### config.mk
export PLATFORM = sky130hd
export DESIGN_NAME = vga_timing_gen
export DESIGN_NICKNAME = d
export VERILOG_FILES = /design/src/rtl/vga_timing_gen.sv
export SDC_FILE = /design/constraint.sdc
export NUM_CORES = 1
export LEC_CHECK = 0
export ABC_CLOCK_PERIOD_IN_PS = 8980
export CAP_MARGIN = 25
export CORE_MARGIN = 3
export CORE_UTILIZATION = 49
export DETAILED_ROUTE_END_ITERATION = 6
export PLACE_DENSITY = 0.72
export SYNTH_ARGS = -nofsm -noshare
export SYNTH_HDL_FRONTEND = slang
export SYNTH_SLANG_ARGS = --single-unit
### constraint.sdc
create_clock -name clk -period 8.98 [get_ports clk]
set_input_delay 1.347 -clock clk [delete_from_list [all_inputs] [get_ports clk]]
set_output_delay 1.347 -clock clk [all_outputs]
set_load 0.01 [all_outputs]
### src/rtl/vga_timing_gen.sv
// vga_timing_gen: VGA raster timing generator with a block-RAM read-address
// lookahead and a programmable update strobe.
//
// Optional feature macro: VGA_FRAME_COUNTER_EN. When it is defined, frame_count
// counts frame starts since reset. When it is undefined, frame_count is tied to 0.
//
// Interface contract: there is no handshake. Every output is a registered
// level or strobe. Each one is aligned to the hcount/vcount that it describes.
// The exception is re/raddr, which describe the pixel shown on the NEXT cycle.
// A synchronous RAM with one cycle of latency can use them directly.
module vga_timing_gen #(
  parameter int H_ACTIVE = 640,
  parameter int H_FP     = 16,
  parameter int H_SYNC   = 96,
  parameter int H_BP     = 48,
  parameter int V_ACTIVE = 480,
  parameter int V_FP     = 10,
  parameter int V_SYNC   = 2,
  parameter int V_BP     = 33,
  parameter int BLOCK_W  = 20,
  parameter int BLOCK_H  = 20,
  parameter int COL_BITS = 5,
  parameter int ROW_BITS = 5,
  parameter int DUR_W    = 5
) (
  input  logic                         clk,
  input  logic                         reset,
  input  logic [DUR_W-1:0]             next_duration,
  output logic [9:0]                   hcount,
  output logic [9:0]                   vcount,
  output logic                         hsync,
  output logic                         vsync,
  output logic                         active,
  output logic                         frame_start,
  output logic                         re,
  output logic [ROW_BITS+COL_BITS-1:0] raddr,
  output logic                         updateoutput,
  output logic [15:0]                  frame_count
);

  localparam int H_TOTAL = H_ACTIVE + H_FP + H_SYNC + H_BP;
  localparam int V_TOTAL = V_ACTIVE + V_FP + V_SYNC + V_BP;
  localparam int BX_W    = (BLOCK_W > 1) ? $clog2(BLOCK_W) : 1;
  localparam int BY_W    = (BLOCK_H > 1) ? $clog2(BLOCK_H) : 1;
  localparam int AW      = ROW_BITS + COL_BITS;

  localparam logic [9:0] H_ACT  = 10'(H_ACTIVE);
  localparam logic [9:0] H_LAST = 10'(H_TOTAL - 1);
  localparam logic [9:0] HS_BEG = 10'(H_ACTIVE + H_FP);
  localparam logic [9:0] HS_END = 10'(H_ACTIVE + H_FP + H_SYNC);
  localparam logic [9:0] V_ACT  = 10'(V_ACTIVE);
  localparam logic [9:0] V_LAST = 10'(V_TOTAL - 1);
  localparam logic [9:0] VS_BEG = 10'(V_ACTIVE + V_FP);
  localparam logic [9:0] VS_END = 10'(V_ACTIVE + V_FP + V_SYNC);
  localparam logic [BX_W-1:0] BX_LAST = BX_W'(BLOCK_W - 1);
  localparam logic [BY_W-1:0] BY_LAST = BY_W'(BLOCK_H - 1);

  // started is low only during the first edge after reset. On that edge the
  // raster loads (0,0) instead of advancing.
  logic                started;
  logic [9:0]          h_nxt, v_nxt;
  logic                act_nxt, hs_nxt, vs_nxt, fs_nxt;

  // The lookahead position runs one pixel ahead of the displayed raster.
  // Block sub-counters are kept for that lookahead pixel, so no divider is needed.
  logic [9:0]          la_h, la_v, la_h_nxt, la_v_nxt;
  logic [BX_W-1:0]     la_bx, la_bx_nxt;
  logic [BY_W-1:0]     la_by, la_by_nxt;
  logic [COL_BITS-1:0] la_col, la_col_nxt;
  logic [ROW_BITS-1:0] la_row, la_row_nxt;
  logic                la_line_wrap, la_frame_wrap;
  logic                re_nxt;
  logic [AW-1:0]       raddr_nxt;

  // dur holds the strobe period that was latched at the last strobe.
  // cnt counts the active pixels shown since that strobe.
  logic [DUR_W-1:0]    dur, dur_nxt, dur_in, cnt, cnt_nxt;
  logic [DUR_W:0]      cnt_inc;
  logic                upd_nxt;

  // Next displayed raster position and the sync/active levels that belong to it
  always_comb begin
    h_nxt = '0;
    v_nxt = '0;
    if (started) begin
      if (hcount == H_LAST) begin
        h_nxt = '0;
        v_nxt = (vcount == V_LAST) ? 10'd0 : vcount + 10'd1;
      end else begin
        h_nxt = hcount + 10'd1;
        v_nxt = vcount;
      end
    end
    act_nxt = (h_nxt < H_ACT) && (v_nxt < V_ACT);
    hs_nxt  = !((h_nxt >= HS_BEG) && (h_nxt < HS_END));
    vs_nxt  = !((v_nxt >= VS_BEG) && (v_nxt < VS_END));
    fs_nxt  = (h_nxt == 10'd0) && (v_nxt == 10'd0);
  end

  // Advance the lookahead pixel and its block sub-counters, then decide the RAM read
  always_comb begin
    la_line_wrap  = (la_h == H_LAST);
    la_frame_wrap = la_line_wrap && (la_v == V_LAST);
    la_h_nxt      = la_h;
    la_v_nxt      = la_v;
    la_bx_nxt     = la_bx;
    la_by_nxt     = la_by;
    la_col_nxt    = la_col;
    la_row_nxt    = la_row;
    if (la_line_wrap) begin
      la_h_nxt   = '0;
      la_bx_nxt  = '0;
      la_col_nxt = '0;
      if (la_frame_wrap) begin
        la_v_nxt   = '0;
        la_by_nxt  = '0;
        la_row_nxt = '0;
      end else begin
        la_v_nxt = la_v + 10'd1;
        if (la_by == BY_LAST) begin
          la_by_nxt  = '0;
          la_row_nxt = la_row + ROW_BITS'(1);
        end else begin
          la_by_nxt = la_by + BY_W'(1);
        end
      end
    end else begin
      la_h_nxt = la_h + 10'd1;
      if (la_bx == BX_LAST) begin
        la_bx_nxt  = '0;
        la_col_nxt = la_col + COL_BITS'(1);
      end else begin
        la_bx_nxt = la_bx + BX_W'(1);
      end
    end
    // The first pixel of a line always has bx==0, so line starts are covered too.
    re_nxt    = (la_h_nxt < H_ACT) && (la_v_nxt < V_ACT) && (la_bx_nxt == '0);
    raddr_nxt = re_nxt ? {la_row_nxt, la_col_nxt} : raddr;
  end

  // Update strobe: held high in blanking, and pulsed every dur active pixels
  // starting at each line segment
  always_comb begin
    dur_in  = (next_duration == '0) ? DUR_W'(1) : next_duration;
    cnt_inc = {1'b0, cnt} + (DUR_W+1)'(1);
    upd_nxt = 1'b1;
    dur_nxt = dur;
    cnt_nxt = cnt;
    if (act_nxt) begin
      if ((h_nxt == 10'd0) || (cnt_inc >= {1'b0, dur})) begin
        upd_nxt = 1'b1;
        dur_nxt = dur_in;
        cnt_nxt = '0;
      end else begin
        upd_nxt = 1'b0;
        cnt_nxt = cnt_inc[DUR_W-1:0];
      end
    end
  end

  // Register the raster, the lookahead, the strobe state and all outputs together
  always_ff @(posedge clk or negedge reset) begin
    if (!reset) begin
      started      <= 1'b0;
      hcount       <= '0;
      vcount       <= '0;
      hsync        <= 1'b1;
      vsync        <= 1'b1;
      active       <= 1'b0;
      frame_start  <= 1'b0;
      la_h         <= '0;
      la_v         <= '0;
      la_bx        <= '0;
      la_by        <= '0;
      la_col       <= '0;
      la_row       <= '0;
      re           <= 1'b0;
      raddr        <= '0;
      updateoutput <= 1'b1;
      dur          <= DUR_W'(1);
      cnt          <= '0;
    end else begin
      started      <= 1'b1;
      hcount       <= h_nxt;
      vcount       <= v_nxt;
      hsync        <= hs_nxt;
      vsync        <= vs_nxt;
      active       <= act_nxt;
      frame_start  <= fs_nxt;
      la_h         <= la_h_nxt;
      la_v         <= la_v_nxt;
      la_bx        <= la_bx_nxt;
      la_by        <= la_by_nxt;
      la_col       <= la_col_nxt;
      la_row       <= la_row_nxt;
      re           <= re_nxt;
      raddr        <= raddr_nxt;
      updateoutput <= upd_nxt;
      dur          <= dur_nxt;
      cnt          <= cnt_nxt;
    end
  end

`ifdef VGA_FRAME_COUNTER_EN
  logic [15:0] frame_cnt;

  // Count frames; the count steps on the same edge that raises frame_start
  always_ff @(posedge clk or negedge reset) begin
    if (!reset) begin
      frame_cnt <= '0;
    end else if (fs_nxt) begin
      frame_cnt <= frame_cnt + 16'd1;
    end
  end

  assign frame_count = frame_cnt;
`else
  assign frame_count = 16'd0;
`endif

endmodule
==> After elaboration in Yosys (flattened, before gate mapping) <==
Cells that the tools add are included.
{ "op_classes": {"n_eq_ne": 6, "n_lt_le_gt_ge": 9, "mux": 21, "add_sub_neg": 9, "n_reduce_logical": 15} }
{ "op_table": {"columns": ["cell", "count"], "rows": [
  ["10-bit two-way mux", 8],
  ["5-bit two-way mux", 11],
  ["10-bit by 1-bit adder with 10-bit output (second input constant)", 4],
  ["10-bit == test (second input constant)", 4],
  ["10-bit < comparator (second input constant)", 3],
  ["10-bit by 9-bit < comparator with 1-bit output (second input constant)", 3],
  ["5-bit by 1-bit adder with 5-bit output (second input constant)", 4],
  ["10-bit zero test", 2],
  ["5-bit == test (second input constant)", 2],
  ["10-bit greater-or-equal comparator (second input constant)", 1],
  ["10-bit by 9-bit greater-or-equal comparator with 1-bit output (second input constant)", 1],
  ["5-bit zero test", 2],
  ["1-bit logical AND", 7],
  ["5-bit by 1-bit adder with 6-bit output (second input constant)", 1],
  ["6-bit by 5-bit greater-or-equal comparator with 1-bit output", 1],
  ["1-bit zero test", 2],
  ["1-bit two-way mux", 2],
  ["2-bit AND reduction", 1],
  ["1-bit logical OR", 1]
]} }
{ "totals": {"out_inout_bits": 52, "register_bits": 87, "input_bits": 7, "elab_cells": 78} }

==> Depth between registers and ports, before layout <==
Gate-level depths: netlist (run 1).
{ "logic_depth": {"word_depth": 7, "mapped_depth": 11, "ltp_nobuf": 10} }

==> Worst setup path after synthesis (run 1) <==
OpenSTA, ideal clock, no wires.
{ "synth_path": {"kind": "register to register", "start": "register hcount[5]", "end": "register dur[1]", "slack_ns": 5.671, "n_path_buf": 3, "stages_incl_launch_ff": 11, "t_arrival_ns": 3.184, "synth_period_minus_slack_ns": 3.309, "cell_sequence": "dfrtp_1 > buf_6 > or4b_4 > or4_1 > buf_2 > or3_1 > a21o_1 > o311ai_4 > nand2b_1 > buf_6 > mux2_4"} }
{ "synth_between": {"elab_chain_cells": 6} }
{ "synth_lines": {"columns": ["element", "line", "source"], "rows": [
  ["from (decl)", "29", "output logic [9:0] hcount,"],
  ["from (signal assigned)", "184", "hcount <= h_nxt;"],
  ["10-bit by 1-bit adder with 10-bit output or 10-bit == test (tied branches)", "90, 86", null],
  ["10-bit two-way mux", "86", "if (hcount == H_LAST) begin"],
  ["10-bit two-way mux", "85", "if (started) begin"],
  ["10-bit < comparator, or another cell as far along", "94", "act_nxt = (h_nxt < H_ACT) && (v_nxt < V_ACT);"],
  ["1-bit logical AND or 1-bit logical OR (tied branches)", "94, 150", null],
  ["2-bit AND reduction (no line) *", null, null],
  ["to (signal assigned)", "199", "dur <= dur_nxt;"],
  ["to (decl)", "77", "logic [DUR_W-1:0] dur, dur_nxt, dur_in, cnt, cnt_nxt;"]
]} }
Every way passes the cells marked *; elsewhere a longest branch is shown, timed or not.
A chain may end at the register's enable or synchronous reset.

==> Worst setup path in the final report (run 1) <==
{ "layout_path": {"start": "register hcount[5]", "end": "register dur[1]"} }
{ "layout_between": {"elab_chain_cells": 6} }
{ "layout_lines": {"columns": ["element", "line", "source"], "rows": [
  ["10-bit by 1-bit adder with 10-bit output or 10-bit == test (tied branches)", "90, 86", null],
  ["10-bit two-way mux *", "86", null],
  ["10-bit two-way mux *", "85", null],
  ["via h_nxt[9]", "61", "logic [9:0] h_nxt, v_nxt;"],
  ["10-bit < comparator or 10-bit zero test (tied branches)", "94, 150", null],
  ["1-bit logical AND or 1-bit logical OR (tied branches)", "94, 150", null],
  ["2-bit AND reduction (no line) *", null, null]
]} }
Mark *: on every way through the listed nets, which the timed path passes. The rest lies on a longest branch.

==> results of run 1 <==
[sequential cells by signal (all words and copies together) (netlist names), 5 cells and up]
name,flops
la_v,10
la_row,5
cnt,5
la_h,10
hcount,10
la_col,5
la_bx,5
dur,5
vcount,10
raddr,10
la_by,5
[Yosys cell counts (3+ instances only)]
library cell / instances / share of area
nand2_1: 28 / 0.022
or4_1: 3 / 0.0048
nor4_1: 11 / 0.015
a21oi_1: 11 / 0.012
a21o_1: 3 / 0.0048
and3_1: 7 / 0.0093
nand3b_1: 3 / 0.0048
xor2_1: 13 / 0.024
mux2_2: 10 / 0.024
mux2_4: 4 / 0.013
nor3b_1: 3 / 0.0048
ha_1: 16 / 0.043
o21ai_0: 28 / 0.030
dfstp_2: 4 / 0.022
buf_4: 16 / 0.026
nand2b_1: 8 / 0.011
dfrtp_1: 83 / 0.44
mux2i_1: 3 / 0.0064
clkbuf_1: 6 / 0.0048
nor2_1: 40 / 0.032
nand3_1: 19 / 0.020
and2_1: 6 / 0.0080
buf_6: 4 / 0.0096
nor2b_1: 4 / 0.0053
or3_1: 5 / 0.0067
inv_1: 26 / 0.021
o31ai_1: 9 / 0.014
xnor2_1: 22 / 0.041
a31oi_1: 6 / 0.0080
nand4_1: 17 / 0.023
nor3_1: 7 / 0.0075
[layer usage]
| layer | share of wire | routed length (µm) | track usage |
|---|---|---|---|
| met1 | 0.47 | 4431 | 0.2546 |
| met2 | 0.48 | 4515 | 0.2994 |
| met3 | 0.035 | 327 | 0.02731 |
| met4 | 0.017 | 165 | 0.05698 |
| met5 | 0 | 0 | 0 |
[kinds of logic after synthesis]
group,synth area share
multiplexers,0.04318
other,0.001600
adder cells (fa/ha/maj),0.04264
XOR/XNOR,0.06530
buffers and inverters,0.06290
AO/OA/AOI/OAI,0.1242
flip-flops,0.4648
AND/OR/NAND/NOR,0.1954
[worst max-delay path by stage]
stage / startpoint / to / slack [ns] / cells after the start
2_1_floorplan: hcount[5] / dur[1] / 5.67 / 10
3_3_place_gp: hcount[5] / dur[1] / 5.37 / 6
3_5_place_dp: hcount[5] / dur[1] / 5.29 / 6
4_1_cts: hcount[5] / dur[1] / 5.28 / 6
5_1_grt: hcount[0] / dur[1] / 4.98 / 7
6_report: hcount[5] / dur[1] / 5.24 / 6
[cell type report]
type                    count  share of cell area
flip-flops and latches     87              0.4092
repair buffers             45             0.08259
multi-input cells         341              0.4273
clock inverters             6            0.008447
inverters                  26             0.01830
well taps                 129             0.03027
clock buffers              10             0.02393
[worst max-delay path, cell delays in order, from the launching register on]
cell	delay, ns
dfrtp_1	0.51
or4b_4	0.59
o31ai_1	0.71
a21oi_1	0.22
o41ai_1	0.84
nand2b_1	0.37
mux2_4	0.38
[metrics by stage]
stage / util / total power, mW / cells / hold WS [ns]
after floorplan: - / 0.4593 / 482 / 0.4382
after global placement: 0.5558 / 0.4746 / 628 / 0.4616
after detailed placement: 0.5558 / 0.4779 / 628 / 0.4694
after CTS: 0.5744 / 0.7217 / 644 / 0.4859
after global routing: 0.5744 / 0.7473 / 644 / 0.4984
final: 0.5744 / 0.7153 / 644 / 0.4813
[power by group through the flow]
stage	logic (mW)	clock network, mW	registers [mW]
detailed placement	0.0606	0	0.417
finish	0.0599	0.246	0.410
CTS	0.0609	0.251	0.410
global route	0.0670	0.269	0.411
floorplan	0.0435	0	0.416
global placement	0.0582	0	0.416
==> run metrics, run 1 <==
most common cell after layout, fill and taps aside dfrtp_1; DR WL/cell about 15 µm; Gate power share 0.084; worst path arrival time 3.98 ns; final worst slack 5.237 ns; critical setup path kind flip-flop to flip-flop; Sequential cell area between 2000 and 2500 µm²; clk_lat worst skew 0.35 ns; fin. max-slew vios 0; Mapped Area about 4700 µm²; Port Buffers 42; fmax around 270 MHz; Rel. slew slack 0.3197; reg2reg start hcount[5]; first-pass iteration count of the detailed router 6; global-route wire length before repair between 15 and 20 mm; DR DRC count 0; Psw 0.1854 mW; Die X 103.9 µm; Hold Buf Count CTS 0; crit share post-route 0.4168; WHS Path Cells 1; post-CTS setup buffer count 0; crit path capture type flip-flop; Post-synth EDFFs 0; Setup Skew between 0.01 and 0.015 ns; final net count 533; worst hold path endpoint la_row[4]; worst hold path class flip-flop to flip-flop; fin crit period approximately 3.7 ns; Synth Instances 467; register bit total from synthesis between 80 and 90; Post-synth ARST share 1.000; RR Endpoint dur[1]; Clock transition at path regs 0.09 ns; VDD IR max 0.08741 mV; # diodes 0; vias in the first global route 3438; vias per std cell 5.494; Cell Pwr Density between 100 and 150 nW/µm²; CTS tree yes; Overall Global Routing Usage 0.1835; internal power 0.5298 mW; post_cts resized 0; R2R Setup Slk 5.24 ns; # fillers 858; DP Worst Slack approximately 5.3 ns; Area growth syn-to-layout 13.59%; # IOs 59; commonest cells after routing, fill and taps aside dfrtp_1, clkdlybuf4s50_1, nor2_1; Initial Utilization 0.5057; crit path max fanout 11; DP Area 5160 µm²; syn avg cell area ~10 µm²; DR iter-0 viols 200; clk sinks between 80 and 90; status completed; Finished Cell Area 5333 µm²; HPWL after DPL 6.711 mm; total wire length 9.440 mm; post-synthesis sequential area ratio 0.4648; initial antenna violation count 0; Setup violations, final 0; clock root cell clkbuf_8; Yosys cell types 64; sw frac 0.2592; CP startpoint kind flip-flop; Yosys warnings 0; Static Leak between 2 and 2.5 nW; Fin. Hold Viols 0; GPL Wtd Cong a little under 0.9; worst reg-to-reg path cell count 6; Reg power frac 0.573; area of the multi-input gates 2278 µm²; CTS H-tree depth 3; # rows 35; share of cells above drive strength 1 0.09515; largest net degree at the start of global routing 74; Clock power frac 0.344; RSZ-0062 raised after global routing false; core area approximately 9300 µm²; Hold Startpoint la_row[4]; TNS Setup 0 ns; Post-DRT Antenna Nets 0; total clock buffers created by CTS 9; worst slew pin tran about 1.0 ns; GRT overflow 0; Required @ worst endpoint 9.22 ns; routed via count 3538; Main synth FF type dfrtp_1; Max-cap violations 0; die area 10790 µm²; worst-case clock buffer depth 2; Die H 103.9 µm
Note: power is estimated with default switching activity, not from simulation.
==> run 2, diff against run 1 <==
- ABC_CLOCK_PERIOD_IN_PS: 8980 -> 3700
- clock period: 8.98 -> 3.7 ns (I/O delays scaled with it)
==> run 2 against run 1 <==
Critical path depth up 2. Die area did not move. First-iteration DRC count down 37%. Hold slack worse by 0.20 ns. Routed wire length up 0.36%.
==> run metrics, run 2 (synthesized netlist as in run 1, its figures left out) <==
status completed (unchanged); CP max stage cell or4_1 (was o41ai_1); GPL Wtd Cong 0.8258 (was 0.8743); Post-Layout Cell Count 651 (was 644); fin crit period 3.351 ns (was 3.743 ns); # fillers 814 (was 858); vias per std cell 5.472 (was 5.494); Setup Skew 0.01530 ns (was 0.01360 ns); DR WL/cell 14.55 µm (was 14.66 µm); worst reg-to-reg path cell count 8 (was 6); RSZ-0062 raised after global routing false (unchanged); Hold Buf Count CTS 0 (unchanged); total wire length 9.474 mm (was 9.440 mm); slowest stage delay, CP 0.69 ns (was 0.84 ns); die area 10790 µm² (unchanged); Die X 103.9 µm (unchanged); clk_lat worst skew 0.36 ns (was 0.35 ns); crit path capture type flip-flop (unchanged); met1 wire length 4.427 mm (was 4.431 mm); HPWL after DPL 6.769 mm (was 6.711 mm); Worst Hold Slack 0.2768 ns (was 0.4813 ns); met2 wire length 4.634 mm (was 4.515 mm); Clock transition at path regs 0.10 ns (was 0.09 ns); RR Endpoint dur[2] (was dur[1]); total clock buffers created by CTS 9 (unchanged); internal power 1.515 mW (was 0.5298 mW); post-CTS setup buffer count 0 (unchanged); DP Cell Count 635 (was 628); clk sinks 87 (unchanged); Reg power frac 0.507 (was 0.573); DP Area 5213 µm² (was 5160 µm²); Post-DRT Antenna Nets 0 (unchanged); CP startpoint hcount[0] (was hcount[5]); Psw 0.4420 mW (was 0.1854 mW); worst path bufs/invs 0 (unchanged); worst-case clock buffer depth 2 (unchanged); Static Leak 2.418 nW (was 2.334 nW); DR DRC count 0 (unchanged); Clock power frac 0.417 (was 0.344); worst path arrival time 3.60 ns (was 3.98 ns); critical path, cell by cell ha_1 -> nand4_1 -> or4_1 -> or3_1 -> a21o_1 -> o311ai_4 -> nand2b_1 -> mux2_4 (was or4b_4 -> o31ai_1 -> a21oi_1 -> o41ai_1 -> nand2b_1 -> mux2_4); crit path max fanout 9 (was 11); vias in the first global route 3490 (was 3438); post_cts resized 0 (unchanged); commonest cells after routing, fill and taps aside dfrtp_1, clkdlybuf4s50_1, nor2_1 (unchanged); # diodes 0 (unchanged); Die H 103.9 µm (unchanged); CTS H-tree depth 3 (unchanged); worst hold path class input port to async pin (was flip-flop to flip-flop); Setup violations, final 0 (unchanged); sw frac 0.2259 (was 0.2592); worst slew pin tran 0.8012 ns (was 1.011 ns); Required @ worst endpoint 3.95 ns (was 9.22 ns); Top Metal Used met4 (unchanged); largest net degree at the start of global routing 65 (was 74); clock root cell clkbuf_8 (unchanged); met3 routed WL 282 µm (was 327 µm); CP startpoint kind flip-flop (unchanged); GRT overflow 0 (unchanged); Gate power share 0.075 (was 0.084); Overall Global Routing Usage 0.1817 (was 0.1835); Max-cap violations 0 (unchanged); VDD IR max 0.2385 mV (was 0.08741 mV); Port Buffers 42 (unchanged); TNS Setup 0 ns (unchanged); Finished Cell Area 5466 µm² (was 5333 µm²); share of cells above drive strength 1 0.1092 (was 0.09515); Area growth syn-to-layout 16.44% (was 13.59%); Top delay family on crit path simple AND/OR/NAND/NOR gates (was compound AO/OA/AOI/OAI gates); core area 9284 µm² (unchanged); crit share post-route 0.9057 (was 0.4168); fin. max-slew vios 0 (unchanged); critical path endpoint dur[2] (was dur[1]); final net count 540 (was 533); routed via count 3562 (was 3538); Cell Pwr Density 358.0 nW/µm² (was 134.1 nW/µm²); # rows 35 (unchanged); global-route wire length before repair 16.48 mm (was 16.54 mm); Rel. slew slack 0.4659 (was 0.3197); Fin. Hold Viols 0 (unchanged); critical setup path kind flip-flop to flip-flop (unchanged); CTS tree yes (unchanged); first-pass iteration count of the detailed router 5 (was 6); most common cell after layout, fill and taps aside dfrtp_1 (unchanged); # IOs 59 (unchanged); reg2reg start hcount[0] (was hcount[5]); fmax 298.4 MHz (was 267.2 MHz); initial antenna violation count 0 (unchanged); CP Depth 8 (was 6); R2R Setup Slk 0.35 ns (was 5.24 ns); DR iter-0 viols 126 (was 200); Initial Utilization 0.5057 (unchanged)
run 2: through the flow:
step                      utilization  power (mW)  setup WS, ns
after floorplan                     -       1.115        0.3910
after global placement         0.5615       1.156        0.3890
after detailed placement       0.5615       1.162        0.3543
after CTS                      0.5888       1.982        0.3278
after global routing           0.5888       2.036       0.06988
final                          0.5888       1.957        0.3489
run 2: area by class of cell:
| cell class | count | area (µm²) | share of cell area |
|---|---|---|---|
| clock inverter | 6 | 116.4 | 0.02129 |
| timing repair buffer | 52 | 493.0 | 0.09018 |
| multi-input combinational | 341 | 2278 | 0.4168 |
| clock buffer | 10 | 137.6 | 0.02518 |
| inverter | 26 | 97.59 | 0.01785 |
| sequential | 87 | 2182 | 0.3992 |
| tap | 129 | 161.4 | 0.02953 |
run 2: power groups by stage:
stage,Clock (mW),Combinational (mW),Sequential (mW)
global placement,0,0.145,1.01
finish,0.816,0.148,0.993
global route,0.870,0.169,0.998
CTS,0.838,0.150,0.994
detailed placement,0,0.150,1.01
floorplan,0,0.106,1.01
run 2: metal layers:
layer  global-route usage  up-vias
met2               0.2981       67
met1               0.2458     1746
met4              0.06838        0
met5                    0        -
met3              0.02607        8
li1                     -     1741
run 2: worst min path at each step:
stage | to
final | la_bx[4]
after global placement | dur[0]
after detailed placement | la_h[0]
after CTS | la_bx[4]
after floorplan | active
after global routing | la_bx[4]
==> run 3, diff against run 2 <==
- MAX_ROUTING_LAYER: unset -> met4
==> run 3 against run 2 <==
Register-to-register slack barely moved. Worst setup slack improved by 0.0051 ns. Routed wire length fell by 0.27%. Count of clock-buffer cells in the layout did not move. Final area did not move. Non-clock buffer count did not move. Combinational power barely moved. Global-route usage rose by 0.52 points. Die area did not move. Sequential power barely moved. Critical path depth fell by 1. Fmax rose by 0.15%. Critical path type unchanged. Critical endpoint unchanged. Largest power group unchanged. Highest routed layer unchanged.
==> run metrics, run 3 (synthesized netlist as in run 1, its figures left out) <==
crit path max fanout 9 (unchanged); TNS Setup 0 ns (unchanged); Psw 0.4423 mW (was 0.4420 mW); Clock transition at path regs 0.10 ns (about the same); vias in the first global route 3500 (was 3490); Setup violations, final 0 (unchanged); GPL Wtd Cong 0.8383 (was 0.8258); post-layout util 0.5888 (unchanged); Hold Buf Count CTS 0 (unchanged); vias per std cell 5.493 (was 5.472); CTS H-tree depth 3 (unchanged); Static Leak 2.418 nW (unchanged); most common cell after layout, fill and taps aside dfrtp_1 (unchanged); Overall Global Routing Usage 0.1869 (was 0.1817); Clock power frac 0.417 (about the same); sw frac 0.2260 (was 0.2259); clk sinks 87 (unchanged); worst path arrival time 3.59 ns (was 3.60 ns); GRT overflow 0 (unchanged); Post-Layout Cell Count 651 (unchanged); fin. max-slew vios 0 (unchanged); Worst Hold Slack 0.2727 ns (was 0.2768 ns); Setup Skew 0.01551 ns (was 0.01530 ns); Port Buffers 42 (unchanged); worst slew pin tran 0.7946 ns (was 0.8012 ns); Initial Utilization 0.5057 (unchanged); CP startpoint hcount[6] (was hcount[0]); # IOs 59 (unchanged); Cell Pwr Density 358.0 nW/µm² (about the same); clock root cell clkbuf_8 (unchanged); internal power 1.515 mW (about the same); post_cts resized 0 (unchanged); CP max stage cell or4_1 (unchanged); Max-cap violations 0 (unchanged); Post-DRT Antenna Nets 0 (unchanged); crit share post-route 0.9043 (was 0.9057); die area 10790 µm² (unchanged); slowest stage delay, CP 0.63 ns (was 0.69 ns); DR DRC count 0 (unchanged); total clock buffers created by CTS 9 (unchanged); status completed (unchanged); Gate power share 0.075 (about the same); final net count 540 (unchanged); worst path bufs/invs 0 (unchanged); commonest cells after routing, fill and taps aside dfrtp_1, clkdlybuf4s50_1, nor2_1 (unchanged); Required @ worst endpoint 3.95 ns (about the same); share of cells above drive strength 1 0.1092 (unchanged); total wire length 9.448 mm (was 9.474 mm); worst-case clock buffer depth 2 (unchanged); first-pass iteration count of the detailed router 4 (was 5); Reg power frac 0.507 (about the same); CTS tree yes (unchanged); Top delay family on crit path simple AND/OR/NAND/NOR gates (unchanged); fmax 298.9 MHz (was 298.4 MHz); VDD IR max 0.2390 mV (was 0.2385 mV); critical setup path kind flip-flop to flip-flop (unchanged); # diodes 0 (unchanged); # rows 35 (unchanged); DP Cell Count 635 (unchanged); DR WL/cell 14.51 µm (was 14.55 µm); RSZ-0062 raised after global routing false (unchanged); DR iter-0 viols 180 (was 126); CP startpoint kind flip-flop (unchanged); fin crit period 3.346 ns (was 3.351 ns); global-route wire length before repair 16.48 mm (unchanged); HPWL after DPL 6.769 mm (unchanged); routed via count 3576 (was 3562); Die H 103.9 µm (unchanged); post-CTS setup buffer count 0 (unchanged); largest net degree at the start of global routing 65 (unchanged); Area growth syn-to-layout 16.44% (unchanged); clk_lat worst skew 0.36 ns (about the same); Die X 103.9 µm (unchanged); critical path, cell by cell or4b_4 -> or4_1 -> or3_1 -> a21o_1 -> o311ai_4 -> nand2b_1 -> mux2_4 (was ha_1 -> nand4_1 -> or4_1 -> or3_1 -> a21o_1 -> o311ai_4 -> nand2b_1 -> mux2_4); initial antenna violation count 0 (unchanged); core area 9284 µm² (unchanged); reg2reg start hcount[6] (was hcount[0]); worst hold path class input port to async pin (unchanged); Rel. slew slack 0.4703 (was 0.4659); Pwr Total 1.957 mW (about the same); Fin. Hold Viols 0 (unchanged); crit path capture type flip-flop (unchanged)
-- run 3: path summary, 6_finish.rpt --
check | end | depth (start not counted) | slack [ns]
max reg2reg | dur[2] | 7 | 0.35
max in group asynchronous | dur[0] | 2 | 2.57
max | dur[2] | 7 | 0.35
min | la_bx[4] | 1 | 0.27
min in group clk | la_h[0] | 1 | 0.48
min reg2reg | la_h[0] | 1 | 0.48
-- run 3: final cells by class --
class | instances | area [µm²]
well taps | 129 | 161.4
repair buffers | 52 | 493.0
inverters | 26 | 97.59
clock inverters | 6 | 116.4
multi-input cells | 341 | 2278
fillers | 814 | 3817
flip-flops and latches | 87 | 2182
clock buffers | 10 | 137.6
-- run 3: layer usage --
metal	global-route usage	routed length, µm	up-vias
met2	0.2994	4604	62
met5	-	0	-
li1	-	-	1748
met1	0.2446	4382	1752
met4	0.06838	197	0
met3	0.02607	263	14
-- run 3: power groups by stage --
stage	combinational, mW	sequential, mW	clock (mW)
after floorplan	0.106	1.01	0
after global placement	0.145	1.01	0
after detailed placement	0.150	1.01	0
after CTS	0.150	0.994	0.838
after global routing	0.168	0.998	0.872
final	0.147	0.993	0.817
-- run 3: stage by stage --
| step | area (µm²) | setup WS (ns) |
|---|---|---|
| after floorplan | 4751 | 0.3910 |
| after global placement | 5213 | 0.3890 |
| after detailed placement | 5213 | 0.3543 |
| after CTS | 5466 | 0.3278 |
| after global routing | 5466 | 0.06988 |
| final | 5466 | 0.3540 |
